===== src/rtl/uart_msg_tx.sv =====
// UART message transmitter: N-entry byte buffer serialised as start/data/[parity]/stop frames.
// Optional even parity bit is enabled by defining UART_MSG_TX_PARITY_EN.
module uart_msg_tx #(
  parameter int D   = 234,
  parameter int L   = 8,
  parameter int N   = 4,
  parameter int GAP = 0,
  localparam int AW = (N > 1) ? $clog2(N) : 1,
  localparam int LW = $clog2(N + 1)
) (
  input  logic          i_clk,
  input  logic          i_rst,
  input  logic          i_wr_en,
  input  logic [AW-1:0] i_wr_addr,
  input  logic [L-1:0]  i_wr_data,
  input  logic [LW-1:0] i_len,
  input  logic          i_start,
  input  logic          i_repeat,
  output logic          o_txd,
  output logic          o_busy,
  output logic          o_done
);

  localparam int BDW = (D > 1) ? $clog2(D) : 1;
  localparam int BW  = $clog2(L);
  localparam int GW  = (GAP > 1) ? $clog2(GAP) : 1;

  typedef enum logic [2:0] {
    ST_IDLE, ST_START, ST_DATA, ST_PARITY, ST_STOP, ST_GAP
  } state_t;

  state_t          state_r, state_nxt_s;
  logic [BDW-1:0]  baud_cnt_r, baud_nxt_s;
  logic [BW-1:0]   bit_cnt_r, bit_nxt_s;
  logic [GW-1:0]   gap_cnt_r, gap_nxt_s;
  logic [AW-1:0]   idx_r, idx_nxt_s;
  logic [LW-1:0]   len_r, len_nxt_s;
  logic [L-1:0]    shift_r, shift_nxt_s;
  logic            txd_r, txd_nxt_s;
  logic            busy_r, busy_nxt_s;
  logic            done_r, done_nxt_s;
  logic [L-1:0]    buf_r [N];
  logic [AW:0]     wr_addr_ext_s;
  logic [LW:0]     len_ext_s;
  logic            baud_last_s, bit_last_s, gap_last_s, last_char_s;

`ifdef UART_MSG_TX_PARITY_EN
  logic            parity_r, parity_nxt_s;

  function automatic logic parity_f(input logic [L-1:0] data);
    return ^data;
  endfunction
`endif

  assign wr_addr_ext_s = {1'b0, i_wr_addr};
  assign len_ext_s     = {1'b0, i_len};
  assign baud_last_s   = (baud_cnt_r == BDW'(D - 1));
  assign bit_last_s    = (bit_cnt_r == BW'(L - 1));
  assign gap_last_s    = (gap_cnt_r == GW'(GAP - 1));
  assign last_char_s   = ((LW'(idx_r) + LW'(1)) == len_r);

  // Message buffer write port; out-of-range addresses are dropped, contents survive reset
  always_ff @(posedge i_clk) begin
    if (i_wr_en && (wr_addr_ext_s < (AW + 1)'(N))) begin
      buf_r[i_wr_addr] <= i_wr_data;
    end
  end

  // Next-state and next-output logic for the frame sequencer
  always_comb begin
    state_nxt_s = state_r;
    bit_nxt_s   = bit_cnt_r;
    gap_nxt_s   = gap_cnt_r;
    idx_nxt_s   = idx_r;
    len_nxt_s   = len_r;
    shift_nxt_s = shift_r;
    txd_nxt_s   = txd_r;
    busy_nxt_s  = busy_r;
    done_nxt_s  = 1'b0;
`ifdef UART_MSG_TX_PARITY_EN
    parity_nxt_s = parity_r;
`endif
    if (state_r == ST_IDLE || baud_last_s) begin
      baud_nxt_s = {BDW{1'b0}};
    end else begin
      baud_nxt_s = baud_cnt_r + BDW'(1);
    end

    case (state_r)
      ST_IDLE: begin
        if (i_start && (i_len != {LW{1'b0}})) begin
          len_nxt_s   = (len_ext_s > (LW + 1)'(N)) ? LW'(N) : i_len;
          idx_nxt_s   = {AW{1'b0}};
          shift_nxt_s = buf_r[0];
`ifdef UART_MSG_TX_PARITY_EN
          parity_nxt_s = parity_f(buf_r[0]);
`endif
          txd_nxt_s   = 1'b0;
          busy_nxt_s  = 1'b1;
          state_nxt_s = ST_START;
        end else begin
          txd_nxt_s = 1'b1;
        end
      end
      ST_START: begin
        if (baud_last_s) begin
          bit_nxt_s   = {BW{1'b0}};
          txd_nxt_s   = shift_r[0];
          state_nxt_s = ST_DATA;
        end else begin
          txd_nxt_s = 1'b0;
        end
      end
      ST_DATA: begin
        if (baud_last_s && bit_last_s) begin
`ifdef UART_MSG_TX_PARITY_EN
          txd_nxt_s   = parity_r;
          state_nxt_s = ST_PARITY;
`else
          txd_nxt_s   = 1'b1;
          state_nxt_s = ST_STOP;
`endif
        end else if (baud_last_s) begin
          bit_nxt_s   = bit_cnt_r + BW'(1);
          shift_nxt_s = shift_r >> 1;
          txd_nxt_s   = shift_r[1];
        end else begin
          txd_nxt_s = shift_r[0];
        end
      end
`ifdef UART_MSG_TX_PARITY_EN
      ST_PARITY: begin
        if (baud_last_s) begin
          txd_nxt_s   = 1'b1;
          state_nxt_s = ST_STOP;
        end else begin
          txd_nxt_s = parity_r;
        end
      end
`endif
      ST_STOP: begin
        if (baud_last_s && last_char_s && !i_repeat) begin
          done_nxt_s  = 1'b1;
          busy_nxt_s  = 1'b0;
          txd_nxt_s   = 1'b1;
          state_nxt_s = ST_IDLE;
        end else if (baud_last_s) begin
          // Either the next character or, in repeat mode, a fresh pass from entry 0
          done_nxt_s = last_char_s;
          idx_nxt_s  = last_char_s ? {AW{1'b0}} : (idx_r + AW'(1));
          if (GAP == 0) begin
            shift_nxt_s = buf_r[idx_nxt_s];
`ifdef UART_MSG_TX_PARITY_EN
            parity_nxt_s = parity_f(buf_r[idx_nxt_s]);
`endif
            txd_nxt_s   = 1'b0;
            state_nxt_s = ST_START;
          end else begin
            gap_nxt_s   = {GW{1'b0}};
            txd_nxt_s   = 1'b1;
            state_nxt_s = ST_GAP;
          end
        end else begin
          txd_nxt_s = 1'b1;
        end
      end
      ST_GAP: begin
        if (baud_last_s && gap_last_s) begin
          shift_nxt_s = buf_r[idx_r];
`ifdef UART_MSG_TX_PARITY_EN
          parity_nxt_s = parity_f(buf_r[idx_r]);
`endif
          txd_nxt_s   = 1'b0;
          state_nxt_s = ST_START;
        end else if (baud_last_s) begin
          gap_nxt_s = gap_cnt_r + GW'(1);
        end else begin
          txd_nxt_s = 1'b1;
        end
      end
      default: begin
        txd_nxt_s   = 1'b1;
        busy_nxt_s  = 1'b0;
        state_nxt_s = ST_IDLE;
      end
    endcase
  end

  // Sequencer state and registered line outputs; reset forces the line idle at once
  always_ff @(posedge i_clk or posedge i_rst) begin
    if (i_rst) begin
      state_r    <= ST_IDLE;
      baud_cnt_r <= {BDW{1'b0}};
      bit_cnt_r  <= {BW{1'b0}};
      gap_cnt_r  <= {GW{1'b0}};
      idx_r      <= {AW{1'b0}};
      len_r      <= {LW{1'b0}};
      shift_r    <= {L{1'b0}};
      txd_r      <= 1'b1;
      busy_r     <= 1'b0;
      done_r     <= 1'b0;
`ifdef UART_MSG_TX_PARITY_EN
      parity_r   <= 1'b0;
`endif
    end else begin
      state_r    <= state_nxt_s;
      baud_cnt_r <= baud_nxt_s;
      bit_cnt_r  <= bit_nxt_s;
      gap_cnt_r  <= gap_nxt_s;
      idx_r      <= idx_nxt_s;
      len_r      <= len_nxt_s;
      shift_r    <= shift_nxt_s;
      txd_r      <= txd_nxt_s;
      busy_r     <= busy_nxt_s;
      done_r     <= done_nxt_s;
`ifdef UART_MSG_TX_PARITY_EN
      parity_r   <= parity_nxt_s;
`endif
    end
  end

  assign o_txd  = txd_r;
  assign o_busy = busy_r;
  assign o_done = done_r;

endmodule


===== config.mk =====
export PLATFORM = sky130hd
export DESIGN_NAME = uart_msg_tx
export DESIGN_NICKNAME = d
export VERILOG_FILES = /design/src/rtl/uart_msg_tx.sv
export SDC_FILE = /design/constraint.sdc
export NUM_CORES = 1
export LEC_CHECK = 0
export CAP_MARGIN = 20
export CORE_UTILIZATION = 55
export CTS_CLUSTER_SIZE = 8
export DETAILED_ROUTE_END_ITERATION = 7
export PLACE_DENSITY = 0.71
export RECOVER_POWER = 50
export SLEW_MARGIN = 20
export SYNTH_ARGS = -nofsm -noshare
export SYNTH_HDL_FRONTEND = slang
export SYNTH_SLANG_ARGS = --single-unit

===== constraint.sdc =====
create_clock -name i_clk -period 6.8 [get_ports i_clk]
set_clock_uncertainty 0.15 [all_clocks]
set_input_delay 1.36 -clock i_clk [delete_from_list [all_inputs] [get_ports i_clk]]
set_output_delay 1.36 -clock i_clk [all_outputs]
set_load 0.02 [all_outputs]

**Word level (Yosys, flattened, before mapping)**

Memories as Yosys holds them, arrays and structs flattened.
Index checks and enable logic that the tools add are counted.

- Bits in registers: 31
- Memory bits (writable): 32
- Input port bits: 18
- Logic and storage cells: 101
- Memories kept: 1

Memories:

| name | words | bits a word | rd ports | clocked after Yosys merged registers in | wr ports | line | RTL |
|---|---|---|---|---|---|---|---|
| buf_r | 4 | 8 | 3 | 0 | 1 | 42 | `logic [L-1:0] buf_r [N];` |

- Add/subtract/negate cells: 5
- $lt $le $gt $ge: 2
- Equal/unequal tests: 18
- Mux-type cells: 42
- Bitwise gates (word level): 2
- Reductions and logical operators: 21

Operators by type and width:

| operator | number |
|---|---|
| $mux W8 | 7 |
| $pmux W8 S4 | 1 |
| $mux W3 | 10 |
| $ne A2 B2 Y1 const B | 8 |
| $mux W1 | 15 |
| $pmux W3 S5 | 1 |
| $eq A3 B3 Y1 const B | 3 |
| $add A8 B1 Y8 const B | 1 |
| $eq A8 B8 Y1 const B | 1 |
| $mux W2 | 4 |
| $reduce_and A4 Y1 | 2 |
| $reduce_and A7 Y1 | 1 |
| $logic_and A1 B1 Y1 | 6 |
| $ne A3 B3 Y1 const B | 2 |
| $pmux W3 S2 | 1 |
| $reduce_and A3 Y1 | 2 |
| $pmux W1 S5 | 1 |
| $reduce_and A5 Y1 | 1 |
| $pmux W2 S2 | 1 |
| $reduce_bool A2 Y1 | 2 |
| $reduce_bool A4 Y1 | 1 |
| $add A2 B1 Y3 const B | 1 |
| $add A3 B1 Y3 const B | 1 |
| $eq A3 B1 Y1 const B | 1 |
| 15 further kinds | 16 |

**Logic depth before layout (Yosys ltp)**

Gate-level depths: netlist (run 1).
An unclocked memory read counts as a cell.

- Depth in word-level cells: 7
- Depth in mapped cells: 9
- Gate-level depth less buffers: 7

**Worst setup path before layout (run 1)**

No wires, ideal clock.

- Kind: in2reg
- Start: in i_repeat
- End: reg shift_r[0]
- Library setup time: 0.136 ns
- Data arrival time: 2.661 ns
- Required time: 6.514 ns
- Path slack: 3.853 ns
- Stages on the path: 7
- Path buffers: 2
- Cells stage by stage: or4b_2 nor3_1 a32o_1 buf_6 or3_1 buf_6 o41ai_2

- Word-level cells in the longest chain between the ends: 4

RTL lines:

| what | line | RTL |
|---|---|---|
| start, declared | 18 | `input logic i_repeat,` |
| $logic_not A1 Y1 | 142 | `if (baud_last_s && last_char_s && !i_repeat) begin` |
| $logic_and A1 B1 Y1 | 142 |  |
| $ne A2 B2 Y1 (no source line) | -- |  |
| $reduce_and A7 Y1 (no source line) | -- |  |
| end signal, assigned | 198 | `shift_r <= {L{1'b0}};` |
| end signal, assigned | 212 | `shift_r <= shift_nxt_s;` |
| end, declared | 38 | `logic [L-1:0] shift_r, shift_nxt_s;` |

No other way between the ends.
A chain may end at the register's enable or synchronous reset.

**Worst setup path after layout (run 1)**

Ends and elaborated chain as after synthesis.

==> impl_metrics.yaml, run 1 <==
final_layout:
  multi_input_area_mm2: 0.00159
  stdcell_area_mm2: 0.00391
  num-nets-final: 359
  final_util_pct: 64.5
  nFillCells: 495
  layout_commonest_cell: "edfxtp_1"
  num_antenna_cells: 0
  layout_common_cells: "32 x edfxtp_1, 30 x dfrtp_1, 27 x nor2_1"
  seq_area_mm2: 0.00174
  drive_gt1_share_pct: 14.7
  syn_to_final_growth_pct: 11.0
setup_path:
  path_cells: "clkdlybuf4s50_1, or4b_2, nor3_1, a32o_1, or3_1, o41ai_2"
  cp.buffers_inverters: 1
  worst_ep_arrival_time_ns: 3.50
  cp.required_ns: 6.86
  r2r_slack_ns: 3.56
  rr_startpoint: "idx_r[1]"
  path_class: "in -> reg"
  startpoint_type: "input pin"
  slowest_delay_ns: 0.63
  r2r.worst_path.cells: 6
  endpoint_kind: "register"
  cp_max_fo: 10
  cp_top_family: "simple AND/OR/NAND/NOR gates"
  r2r-end: "shift_r[4]"
  crit_slowest_cell: "or4b_2"
floorplan:
  core_mm2: 0.00606
  die_w_um: 82.0
  num_rows: 28
  fp.dieH_um: 82.0
  fp.dieArea_mm2: 0.00672
  start_util_pct: 58.1
  io_pins: 21
synthesis:
  seq_area_frac_synth_pct: 49.4
  synth-seq-cells: 63
  ys_dominant_reg_cell: "edfxtp_1"
  synth.cell_area_mm2: 0.00352
  synth_warnings: 0
  syn-instance-count: 318
  synth.distinct_cells: 63
  async_flop_share_pct: 49.2
  avgSynthCellArea_um2: 11.1
  synth_nets: 341
  synth_edf_count: 32
route:
  wl_per_cell_um: 18.4
  vias_per_cell: 6.44
  dr_total_vias: 2677
  wl_mm: 7.65
  drc: 0
  antenna_left: 0
  drt-initial-drc-count: 206
  drt_pre_antenna_iters: 5
clocking:
  cts_root_buf: "clkbuf_8"
  ctsHoldBuffers: 0
  clk_latency_ns: 0.35
  cts_resized: 0
  cts_setup_buffers: 0
  cts_htree_levels: 3
  cts_tree: "done"
  clock_path_buffers: 2
  path_clk_slew_ns: 0.07
  clock-sinks: 63
  cts_made_buffers: 9
sta:
  hold_viol: 0
  slew_headroom_pct: -13.6
  fin_crit_sh_pct: 50.6
  timing.final.crit_period_ns: 3.44
  setup_viol_count_final: 0
  setup-tns-final_ns: 0
  rsz0062_at_grt: "false"
  worst_slack_ns: 3.36
  slew_viol_final: 32
  fmax_ghz: 0.291
  worstMarginPinSlew_ns: 1.70
min_path:
  hold_path.class: "reg -> reg"
  whs_path_depth: 2
  hold_end: "bit_cnt_r[2]"
  min-delay-start: "bit_cnt_r[2]"
placement:
  dpl_worst_slack_ns: 3.01
  place.gp.congestion: 0.874
  io_buffers: 20
  place_hpwl_mm: 5.43
  postPlaceCellArea_mm2: 0.00373
global_routing:
  grt_pass1_vias: 2489
  gr-total-overflow: 0
  grt_max_degree: 32
  grt_pass1_wl_mm: 12.3
  antenna_found_initial: 0
  met2_usage_pct: 39.2
  busiest_layer: "met2"
  gr-usage-met1_pct: 33.5
  grt_usage_pct: 25.1
  use_met3_pct: 7.11
flow_run:
  max_cap_viol_count: 1
outcome:
  violations: "capacitance limit, slew limit"
  run_status: "finished with violations"
pwr:
  p_leak_nw: 1.60
  powerDensity_mw_per_mm2: 198
  vdd.ir_drop.worst_mv: 0.143
[per-layer routing]
metal  share of wire (%)  vias to the layer above
li1                    -                     1268
met1                  46                     1306
met2                  47                       88
met3                 5.4                       15
met4                 1.9                        0
met5                   0                        -
[report_power, final]
part           switching (mW)  internal [mW]  total [mW]
Clock                   0.148          0.168       0.316
Sequential            0.00845          0.413       0.422
Combinational          0.0194         0.0181      0.0375
Total                   0.176          0.599       0.775
[registers in the layout, summed over array words and instances, names as in the netlist]
register	count
len_r	3
buf_r	32
shift_r	8
o_txd	1
idx_r	2
state_r	3
bit_cnt_r	3
baud_cnt_r	8
o_done	1
gap_cnt_r	1
o_busy	1
[cells by family after synthesis]
| group | after synthesis | share of synthesized area, % |
|---|---|---|
| compound gates | 97 | 21.3 |
| simple gates | 93 | 14.3 |
| flops | 63 | 49.4 |
| buf+inv | 36 | 5.26 |
| mux | 14 | 5.47 |
| xor+xnor | 10 | 2.49 |
| fa+ha+maj | 5 | 1.78 |
[Yosys cell counts, types with 6 or more instances]
library cell	n	area [um2]
edfxtp_1	32	961
dfrtp_1	30	751
nor2_1	27	101
inv_1	20	75.1
nand2_1	20	75.1
a21oi_1	15	75.1
o31ai_1	12	90.1
o21ai_0	9	45.0
mux2i_1	8	80.1
o22ai_1	8	50.1
clkbuf_1	7	26.3
o221ai_1	6	52.6
xor2_1	6	52.6
[tightest hold or removal path, cell delays in order (launching register included)]
cell and delay (ns):
dfrtp_1 0.36, nand2_1 0.05, o21ai_0 0.06
[worst max-delay path by stage]
stage               startpoint          to  slack (ns)  cells after the start
global placement      i_repeat  shift_r[0]        3.02                      6
detailed placement    i_repeat  shift_r[0]        3.01                      6
finish                i_repeat  shift_r[0]        3.36                      6
global route             i_rst    len_r[1]        3.24                      3
CTS                   i_repeat  shift_r[0]        3.37                      6
floorplan             i_repeat  shift_r[0]        3.85                      7
[per-stage QoR]
stage	power [mW]	hold WS, ns	cells
after floorplan	0.447	0.304	318
after global placement	0.467	0.319	400
after detailed placement	0.468	0.335	400
after CTS	0.781	0.350	416
after global routing	0.800	0.367	416
final	0.775	0.352	416
[layout make-up]
class	instances	share of cell area [%]
sequential	63	44.5
inverter	20	1.92
multi-input combinational	219	40.7
clock buffer	10	3.27
tap	75	2.40
clock inverter	6	1.57
timing repair buffer	23	5.61
(Power assumes the default switching activity.)
==> run 2: changes to the inputs <==
--- a/config.mk
+++ b/config.mk
@@ -6,10 +6,10 @@
 export NUM_CORES = 1
 export LEC_CHECK = 0
 export CAP_MARGIN = 20
-export CORE_UTILIZATION = 55
+export CORE_UTILIZATION = 54
 export CTS_CLUSTER_SIZE = 8
 export DETAILED_ROUTE_END_ITERATION = 7
-export PLACE_DENSITY = 0.71
+export PLACE_DENSITY = 0.72
 export RECOVER_POWER = 50
 export SLEW_MARGIN = 20
 export SYNTH_ARGS = -nofsm -noshare
==> constraint.sdc (replaced) <==
create_clock -name i_clk -period 2.8 [get_ports i_clk]
set_clock_uncertainty 0.15 [all_clocks]
set_input_delay 0.56 -clock i_clk [delete_from_list [all_inputs] [get_ports i_clk]]
set_output_delay 0.56 -clock i_clk [all_outputs]
set_load 0.02 [all_outputs]
==> impl_metrics.yaml, run 2 (synthesized netlist as in run 1, its figures left out) <==
outcome:
  run_status: "finished with violations"
  violations: "capacitance limit, slew limit"
route:
  antenna_left: 0
  drt-initial-drc-count: 220
  drt_pre_antenna_iters: 5
  wl_mm: 7.88
  dr_total_vias: 2784
  drc: 0
  wl_per_cell_um: 18.3
  vias_per_cell: 6.47
setup_path:
  startpoint_type: "register"
  endpoint_kind: "register"
  path_class: "reg -> reg"
  r2r-end: "shift_r[0]"
  r2r_slack_ns: 0.19
  worst_ep_arrival_time_ns: 2.67
  r2r.worst_path.cells: 5
  rr_startpoint: "idx_r[0]"
  cp.required_ns: 2.86
  cp_max_fo: 7
clocking:
  cts_tree: "done"
  clock-sinks: 63
  cts_made_buffers: 9
  clk_latency_ns: 0.34
  clock_path_buffers: 2
  cts_root_buf: "clkbuf_8"
  ctsHoldBuffers: 0
  cts_htree_levels: 3
  cts_resized: 0
  cts_setup_buffers: 0
  path_clk_slew_ns: 0.07
final_layout:
  multi_input_area_mm2: 0.00160
  layout_commonest_cell: "edfxtp_1"
  num-nets-final: 371
  syn_to_final_growth_pct: 14.6
  nFillCells: 523
  seq_area_mm2: 0.00174
  regMostFlops: "buf_r"
  layout_common_cells: "32 x edfxtp_1, 30 x dfrtp_1, 27 x nor2_1"
  num_antenna_cells: 0
  top_regs: "buf_r x32, baud_cnt_r x8, shift_r x8"
  largest_reg_flops: 32
  drive_gt1_share_pct: 18.1
floorplan:
  fp.dieArea_mm2: 0.00685
  io_pins: 21
  start_util_pct: 55.7
  fp.dieH_um: 82.7
  core_mm2: 0.00631
  die_w_um: 82.7
  num_rows: 29
min_path:
  whs_path_depth: 2
  hold_path.class: "reg -> reg"
  min-delay-start: "bit_cnt_r[1]"
  hold_end: "bit_cnt_r[1]"
global_routing:
  grt_pass1_vias: 2589
  gr-total-overflow: 0
  grt_usage_pct: 25.6
  grt_max_degree: 32
  antenna_found_initial: 0
  grt_pass1_wl_mm: 12.7
sta:
  fmax_ghz: 0.383
  hold_viol: 0
  setup-tns-final_ns: 0
  slew_viol_final: 32
  rsz0062_at_grt: "false"
  fin_crit_sh_pct: 93.2
  timing.final.crit_period_ns: 2.61
  worstMarginPinSlew_ns: 1.69
  setup_viol_count_final: 0
  slew_headroom_pct: -12.5
flow_run:
  max_cap_viol_count: 1
placement:
  place_hpwl_mm: 5.66
  io_buffers: 20
  place.gp.congestion: 0.863
pwr:
  p_clk_share_pct: 44.0
  p_total_mw: 1.99
  p_seq_share_pct: 51.4
  p_leak_nw: 1.67
  power_frac_comb_pct: 4.6
  powerDensity_mw_per_mm2: 494
  intPower_mw: 1.55
  netSwitchingFraction_pct: 22.2
  netSwitchingPower_mw: 0.443
  vdd.ir_drop.worst_mv: 0.324
## run 2: cell types whose count changed in the layout (fill, tap and decap cells not counted)
| cell | change |
|---|---|
| buf_4 | +11 |
| clkinv_2 | -2 |
| bufinv_16 | +1 |
| clkinvlp_4 | +1 |
| or2_0 | -1 |
| clkinv_4 | +1 |
| or2_2 | +1 |
| o31ai_2 | +1 |
| o31ai_1 | -1 |
## run 2: area by class of cell
class | instances | share of cell area [%]
inverter | 20 | 1.86
timing repair buffer | 35 | 7.57
clock inverter | 7 | 2.42
sequential | 63 | 43.1
clock buffer | 9 | 3.07
tap | 77 | 2.39
multi-input combinational | 219 | 39.6
## run 2: power groups by stage
stage / clock [mW] / sequential (mW) / combinational (mW)
global placement: 0 / 1.04 / 0.0937
finish: 0.877 / 1.02 / 0.0922
CTS: 0.889 / 1.02 / 0.0970
floorplan: 0 / 1.03 / 0.0532
global route: 0.928 / 1.03 / 0.103
detailed placement: 0 / 1.04 / 0.0961
## run 2: layer usage
| metal | GRT usage (%) | up-vias | routed length, um |
|---|---|---|---|
| li1 | - | 1282 | - |
| met4 | 11.9 | 0 | 191 |
| met3 | 5.93 | 24 | 547 |
| met2 | 39.1 | 136 | 3700 |
| met5 | 0 | - | 0 |
| met1 | 34.3 | 1342 | 3440 |
## run 2: worst max-delay path, cell delays in order (launching register included)
cell	delay, ns
dfrtp_1	0.38
ha_1	0.23
xnor2_1	0.47
a31oi_1	0.40
a2111oi_0	0.71
o41ai_2	0.14
## run 2: per-stage QoR
| stage | instances | hold slack [ns] | util [%] | instance area (um2) | setup slack (ns) |
|---|---|---|---|---|---|
| final | 430 | 0.338 | 63.9 | 4030 | 0.190 |
| after global routing | 430 | 0.375 | 63.9 | 4030 | 0.0241 |
| after CTS | 430 | 0.344 | 64.0 | 4040 | 0.234 |
| after detailed placement | 414 | 0.328 | 60.5 | 3820 | 0.0998 |
| after global placement | 414 | 0.317 | 60.5 | 3820 | 0.107 |
| after floorplan | 318 | 0.304 | - | 3520 | 0.270 |
## run 2: worst max-delay path by stage
stage                          endpoint     start  cells after the start  slack (ns)
after CTS                    shift_r[0]  idx_r[0]                      5        0.23
after floorplan              shift_r[0]  idx_r[0]                      9        0.27
final                        shift_r[0]  idx_r[0]                      5        0.19
after global placement       shift_r[0]  i_repeat                      6        0.11
after detailed placement     shift_r[3]  i_repeat                      6         0.1
after global routing      baud_cnt_r[3]     i_rst                      3        0.02
==> run 3: changes to the inputs <==
--- a/config.mk
+++ b/config.mk
@@ -9,6 +9,7 @@
 export CORE_UTILIZATION = 54
 export CTS_CLUSTER_SIZE = 8
 export DETAILED_ROUTE_END_ITERATION = 7
+export GPL_ROUTABILITY_DRIVEN = 0
 export PLACE_DENSITY = 0.72
 export RECOVER_POWER = 50
 export SLEW_MARGIN = 20
==> results of run 3 <==
Same layout as run 2: the final DEF is identical, and so are final timing and power.
